**src/rtl/mips_multicycle_ctrl.sv**
```systemverilog
// Multicycle MIPS control FSM: sequences fetch/decode/execute/memory/writeback
// and drives ALU function, mux selects and datapath strobes.
module mips_multicycle_ctrl #(
    parameter int unsigned ALU_W = 3
) (
    input  logic             clk,
    input  logic             rst_n,
    input  logic [5:0]       opcode,
    input  logic [5:0]       funct,
    input  logic             zero_flag,
    input  logic             mem_ready,
    output logic [ALU_W-1:0] alu_func,
    output logic             alu_src_a,
    output logic [1:0]       alu_src_b,
    output logic             ext_zero,
    output logic [1:0]       pc_source,
    output logic             pc_en,
    output logic             ir_write,
    output logic             mem_read,
    output logic             mem_write,
    output logic             iord,
    output logic             reg_write,
    output logic             reg_dst,
    output logic             mem_to_reg,
    output logic             illegal
);

    localparam int unsigned OP_W = 6;

    localparam logic [ALU_W-1:0] ALU_ADD = ALU_W'(0);
    localparam logic [ALU_W-1:0] ALU_SUB = ALU_W'(1);
    localparam logic [ALU_W-1:0] ALU_AND = ALU_W'(2);
    localparam logic [ALU_W-1:0] ALU_OR  = ALU_W'(3);
    localparam logic [ALU_W-1:0] ALU_NOR = ALU_W'(4);
    localparam logic [ALU_W-1:0] ALU_SLT = ALU_W'(5);
    localparam logic [ALU_W-1:0] ALU_LUI = ALU_W'(6);

    localparam logic [OP_W-1:0] OP_RTYPE = 6'h00;
    localparam logic [OP_W-1:0] OP_J     = 6'h02;
    localparam logic [OP_W-1:0] OP_BEQ   = 6'h04;
    localparam logic [OP_W-1:0] OP_BNE   = 6'h05;
    localparam logic [OP_W-1:0] OP_ADDI  = 6'h08;
    localparam logic [OP_W-1:0] OP_ADDIU = 6'h09;
    localparam logic [OP_W-1:0] OP_SLTI  = 6'h0A;
    localparam logic [OP_W-1:0] OP_ANDI  = 6'h0C;
    localparam logic [OP_W-1:0] OP_ORI   = 6'h0D;
    localparam logic [OP_W-1:0] OP_LUI   = 6'h0F;
    localparam logic [OP_W-1:0] OP_LW    = 6'h23;
    localparam logic [OP_W-1:0] OP_SW    = 6'h2B;

    typedef enum logic [3:0] {
        S_FETCH, S_DECODE, S_MEMADR, S_MEMRD, S_MEMWB, S_MEMWR,
        S_RTYPE_EX, S_IMM_EX, S_ALU_WB, S_BRANCH, S_JUMP, S_TRAP
    } state_t;

    state_t          state_q, state_d;
    logic [OP_W-1:0] op_q;
    logic [OP_W-1:0] funct_q;
    logic [ALU_W-1:0] r_alu, i_alu;
    logic             r_ok, i_ext;

    // State register; instruction fields captured while IR is valid in DECODE
    always_ff @(posedge clk or negedge rst_n) begin
        if (!rst_n) begin
            state_q <= S_FETCH;
            op_q    <= '0;
            funct_q <= '0;
        end else begin
            state_q <= state_d;
            if (state_q == S_DECODE) begin
                op_q    <= opcode;
                funct_q <= funct;
            end
        end
    end

    // R-type funct decode
    always_comb begin
        r_ok  = 1'b1;
        r_alu = ALU_ADD;
        case (funct_q)
            6'h20, 6'h21: r_alu = ALU_ADD;
            6'h22, 6'h23: r_alu = ALU_SUB;
            6'h24:        r_alu = ALU_AND;
            6'h25:        r_alu = ALU_OR;
            6'h27:        r_alu = ALU_NOR;
            6'h2A, 6'h2B: r_alu = ALU_SLT;
            default:      r_ok  = 1'b0;
        endcase
    end

    // Immediate-op decode
    always_comb begin
        i_alu = ALU_ADD;
        i_ext = 1'b0;
        case (op_q)
            OP_SLTI: i_alu = ALU_SLT;
            OP_ANDI: begin i_alu = ALU_AND; i_ext = 1'b1; end
            OP_ORI:  begin i_alu = ALU_OR;  i_ext = 1'b1; end
            OP_LUI:  i_alu = ALU_LUI;
            default: i_alu = ALU_ADD;
        endcase
    end

    // Next state and outputs; everything forced low while reset is held
    always_comb begin
        state_d    = state_q;
        alu_func   = ALU_ADD;
        alu_src_a  = 1'b0;
        alu_src_b  = 2'd0;
        ext_zero   = 1'b0;
        pc_source  = 2'd0;
        pc_en      = 1'b0;
        ir_write   = 1'b0;
        mem_read   = 1'b0;
        mem_write  = 1'b0;
        iord       = 1'b0;
        reg_write  = 1'b0;
        reg_dst    = 1'b0;
        mem_to_reg = 1'b0;
        illegal    = 1'b0;

        case (state_q)
            S_FETCH: begin
                mem_read  = 1'b1;
                alu_src_b = 2'd1;
                ir_write  = mem_ready;
                pc_en     = mem_ready;
                if (mem_ready) state_d = S_DECODE;
            end
            S_DECODE: begin
                alu_src_b = 2'd3;
                case (opcode)
                    OP_RTYPE:                 state_d = S_RTYPE_EX;
                    OP_LW, OP_SW:             state_d = S_MEMADR;
                    OP_BEQ, OP_BNE:           state_d = S_BRANCH;
                    OP_J:                     state_d = S_JUMP;
                    OP_ADDI, OP_ADDIU, OP_SLTI,
                    OP_ANDI, OP_ORI, OP_LUI:  state_d = S_IMM_EX;
                    default:                  state_d = S_TRAP;
                endcase
            end
            S_MEMADR: begin
                alu_src_a = 1'b1;
                alu_src_b = 2'd2;
                state_d   = (op_q == OP_LW) ? S_MEMRD : S_MEMWR;
            end
            S_MEMRD: begin
                mem_read = 1'b1;
                iord     = 1'b1;
                if (mem_ready) state_d = S_MEMWB;
            end
            S_MEMWB: begin
                reg_write  = 1'b1;
                mem_to_reg = 1'b1;
                state_d    = S_FETCH;
            end
            S_MEMWR: begin
                mem_write = 1'b1;
                iord      = 1'b1;
                if (mem_ready) state_d = S_FETCH;
            end
            S_RTYPE_EX: begin
                alu_src_a = 1'b1;
                alu_func  = r_alu;
                state_d   = r_ok ? S_ALU_WB : S_TRAP;
            end
            S_IMM_EX: begin
                alu_src_a = 1'b1;
                alu_src_b = 2'd2;
                alu_func  = i_alu;
                ext_zero  = i_ext;
                state_d   = S_ALU_WB;
            end
            S_ALU_WB: begin
                reg_write = 1'b1;
                alu_src_a = 1'b1;
                if (op_q == OP_RTYPE) begin
                    reg_dst  = 1'b1;
                    alu_func = r_alu;
                end else begin
                    alu_src_b = 2'd2;
                    alu_func  = i_alu;
                    ext_zero  = i_ext;
                end
                state_d = S_FETCH;
            end
            S_BRANCH: begin
                alu_src_a = 1'b1;
                alu_func  = ALU_SUB;
                pc_source = 2'd1;
                pc_en     = (op_q == OP_BEQ) ? zero_flag : ~zero_flag;
                state_d   = S_FETCH;
            end
            S_JUMP: begin
                pc_source = 2'd2;
                pc_en     = 1'b1;
                state_d   = S_FETCH;
            end
            S_TRAP: begin
                illegal = 1'b1;
            end
            default: state_d = S_FETCH;
        endcase

        if (!rst_n) begin
            alu_func   = '0;
            alu_src_a  = 1'b0;
            alu_src_b  = 2'd0;
            ext_zero   = 1'b0;
            pc_source  = 2'd0;
            pc_en      = 1'b0;
            ir_write   = 1'b0;
            mem_read   = 1'b0;
            mem_write  = 1'b0;
            iord       = 1'b0;
            reg_write  = 1'b0;
            reg_dst    = 1'b0;
            mem_to_reg = 1'b0;
            illegal    = 1'b0;
        end
    end

endmodule

```
**config.mk**
```make
export PLATFORM = sky130hd
export DESIGN_NAME = mips_multicycle_ctrl
export DESIGN_NICKNAME = d
export VERILOG_FILES = /design/src/rtl/mips_multicycle_ctrl.sv
export SDC_FILE = /design/constraint.sdc
export NUM_CORES = 1
export LEC_CHECK = 0
export CAP_MARGIN = 20
export CELL_PAD_IN_SITES_DETAIL_PLACEMENT = 0
export CELL_PAD_IN_SITES_GLOBAL_PLACEMENT = 2
export CORE_ASPECT_RATIO = 0.8
export CORE_MARGIN = 1.5
export CORE_UTILIZATION = 31
export CTS_BUF_LIST = sky130_fd_sc_hd__clkbuf_8
export CTS_CLUSTER_SIZE = 20
export DETAILED_ROUTE_END_ITERATION = 8
export PLACE_DENSITY = 0.86
export SKIP_CTS_REPAIR_TIMING = 1
export SLEW_MARGIN = 10
export SYNTH_ARGS = -nofsm -noshare
export SYNTH_HDL_FRONTEND = slang
export SYNTH_SLANG_ARGS = --single-unit
```
**constraint.sdc**
```tcl
create_clock -name clk -period 3.04 [get_ports clk]
set_input_delay 0.608 -clock clk [delete_from_list [all_inputs] [get_ports clk]]
set_output_delay 0.608 -clock clk [all_outputs]
set_load 0.05 [all_outputs]
```
==> metrics.txt <==
Synth Instances 155; Switching Fraction 46.1%; largest net degree at the start of global routing 22; Worst-path clk slew 0.06 ns; ANT cells 0; Initial Utilization 33.0%; NetSw 0.808 mW; Worst Tran Pin Value 0.717 ns; hpwl dp 2760 um; Hold Crit Class register to register; first-pass iteration count of the detailed router 4; maxcap violations 0; Metal-1 WL 1760 um; Iter 0 DRT Violations 77; Via density 5.17; Comb power frac 59.1%; Die Area 0.00450 sq mm; ys async rst share 100%; total grt overflow 0; CP max stage delay 0.66 ns; Routed WL per cell 14.4 um; distinct cell type count after synthesis 42; Final nets 205; WS Path Type register to output port; io pins 34; Yosys top cell by area dfrtp_1; most common flop cell mapped by yosys dfrtp_1; Pint 0.944 mW; Clock Skews 0.00101 ns; CP max FO 15; post-synthesis sequential area ratio 31.5%; Max Slew Vio Count 0; Clock Tree Buf Depth 2; WP data required 2.43 ns; CP arrival 2.18 ns; share of layout cells above drive strength 1 21.3%; routability congestion estimate 0.755; DIE WIDTH 74.6 um; final setup margin 0.252 ns; CP max-delay cell dfrtp_1; number of global-route vias before repair 1188; syn nets 171; synthesized area 0.00127 sq mm; Die H 60.3 um; setup TNS 0 ns; minimum clock period 2.79 ns; Flop pwr share 30.1%; # clock sinks 16; clk_lat worst skew 0.25 ns; top cells by count, synth nor2_1 (19), dfrtp_1 (16), nand2_1 (16), o21ai_0 (11), nand2b_1 (9); Met3 Wirelength 139 um; worst vdd ir 0.306 mV; clock network power share 10.8%; area share of the leading cell type in the synthesized netlist 31.5%; Tcrit/Tclk final 91.7%; PortBufs 33; routed wire length 3490 um; crit path cell chain inv_2, nor2_1, nand2_1, a211oi_1, a32o_1, buf_12; Overall Global Routing Usage 17.1%; CTS tree done; core footprint 0.00385 sq mm; synthesized flop and latch total 16; antenna violations before repair 0; Synth warnings 0; num rows 20; Post-DRT Antenna Nets 0; Slew HR 52.2%; PD cells 927 mW/mm^2; total CTS buffers 3; WL met2 1570 um; EDFF count, synth 0; DR DRC count 0; RSZ-0062 raised after global routing no; Hold Fails Final Rpt 0; Fmax achieved 0.359 GHz; H-tree depth 1; max layer used met4; Clock Tree Root clkbuf_8; # setup viols final 0; Placement Setup Slack 0.417 ns; CP Launch Type register; status finished clean; synth top area cells dfrtp_1 (31%), mux2_4 (5.9%), nor2_1 (5.6%); critical path endpoint category output port; most frequent cell after synthesis nor2_1; global-route wire length before repair 5810 um; via count 1257; Syn Area/Cell 8.21 sq um; Leak 0.730 nW; synthesis-to-finish area growth 48.6%
==> state kept, by name, indices dropped and copies added (netlist names) <==
register	count
state_q	4
funct_q	6
op_q	6
==> per-layer routing <==
layer,track usage (%),vias up
met5,0,-
met1,25.7,605
li1,-,619
met2,24.6,31
met4,3.90,0
met3,4.05,2
==> worst max-delay path: cells and delay by family (launching register included) <==
kind	cells	cell delay, ns
buffers and inverters	2	0.28
and+or+nand+nor	2	0.32
DFF	1	0.66
AOI/OAI and AO/OA	2	0.66
==> kinds of logic (layout without fill, tap and decap cells) <==
kind of cell / count (synthesis) / count (layout) / share of synthesized area, %
muxes: 10 / 10 / 10.3
DFF: 16 / 16 / 31.5
and+or+nand+nor: 76 / 76 / 32.0
AOI/OAI and AO/OA: 37 / 37 / 19.1
xor gates and xnor gates: 3 / 3 / 2.07
buffers and inverters: 13 / 46 / 5.11
==> path summary, 6_finish.rpt <==
| kind | end | cells after the start | start | slack (ns) |
|---|---|---|---|---|
| max | alu_func[2] | 6 | state_q[1]$_DFFE_PN0P_ | 0.25 |
| min | funct_q[0]$_DFFE_PN0P_ | 1 | funct_q[0]$_DFFE_PN0P_ | 0.58 |
| max reg2reg | op_q[1]$_DFFE_PN0P_ | 4 | state_q[0]$_DFFE_PN0P_ | 0.78 |
| min reg2reg | funct_q[0]$_DFFE_PN0P_ | 1 | funct_q[0]$_DFFE_PN0P_ | 0.58 |
| max in group asynchronous | state_q[3]$_DFFE_PN0P_ | 2 | rst_n | 2.05 |
| min in group asynchronous | funct_q[4]$_DFFE_PN0P_ | 2 | rst_n | 0.70 |
==> power groups by stage <==
stage | clock network, mW | logic [mW] | registers, mW
2_1_floorplan | 0 | 0.788 | 0.428
3_3_place_gp | 0 | 1.03 | 0.518
6_report | 0.190 | 1.04 | 0.527
5_1_grt | 0.207 | 1.12 | 0.558
3_5_place_dp | 0 | 1.04 | 0.528
4_1_cts | 0.195 | 1.04 | 0.525
==> cell type report <==
type                            instances  area [sq um]
Multi-Input combinational cell        126           807
Clock buffer                            4          55.1
Timing Repair Buffer                   37           541
Tap cell                               55          68.8
Fill cell                             380          1960
Sequential cell                        16           400
Inverter                                5          18.8
==> per-stage QoR <==
stage                     hold slack [ns]  utilization (%)  power [mW]  area [sq um]  std cells
after floorplan                     0.312                -        1.22          1270        155
after global placement              0.544             47.6        1.55          1840        239
after detailed placement            0.571             47.6        1.56          1840        239
after CTS                           0.587             49.1        1.76          1890        243
after global routing                0.606             49.1        1.89          1890        243
final                               0.584             49.1        1.75          1890        243
==> cell usage in the layout (no fill, tap or decap), types with 2 or more instances in the layout <==
master,synthesis,routed
nor2_1,19,19
buf_12,0,18
nand2_1,16,16
dfrtp_1,16,16
clkdlybuf4s50_1,0,15
o21ai_0,11,11
nand2b_1,9,9
nor3_1,8,8
a21oi_1,7,7
nor2b_1,5,5
mux2_4,5,5
mux2_2,5,5
nand3_1,4,4
a211oi_1,4,4
inv_1,4,4
clkbuf_8,0,4
buf_4,2,4
nor3b_1,3,3
o22ai_1,2,2
a32o_1,2,2
xnor2_1,2,2
and2_1,2,2
nand3b_1,2,2
a22oi_1,2,2
a21boi_0,2,2
(Power assumes the default switching activity.)
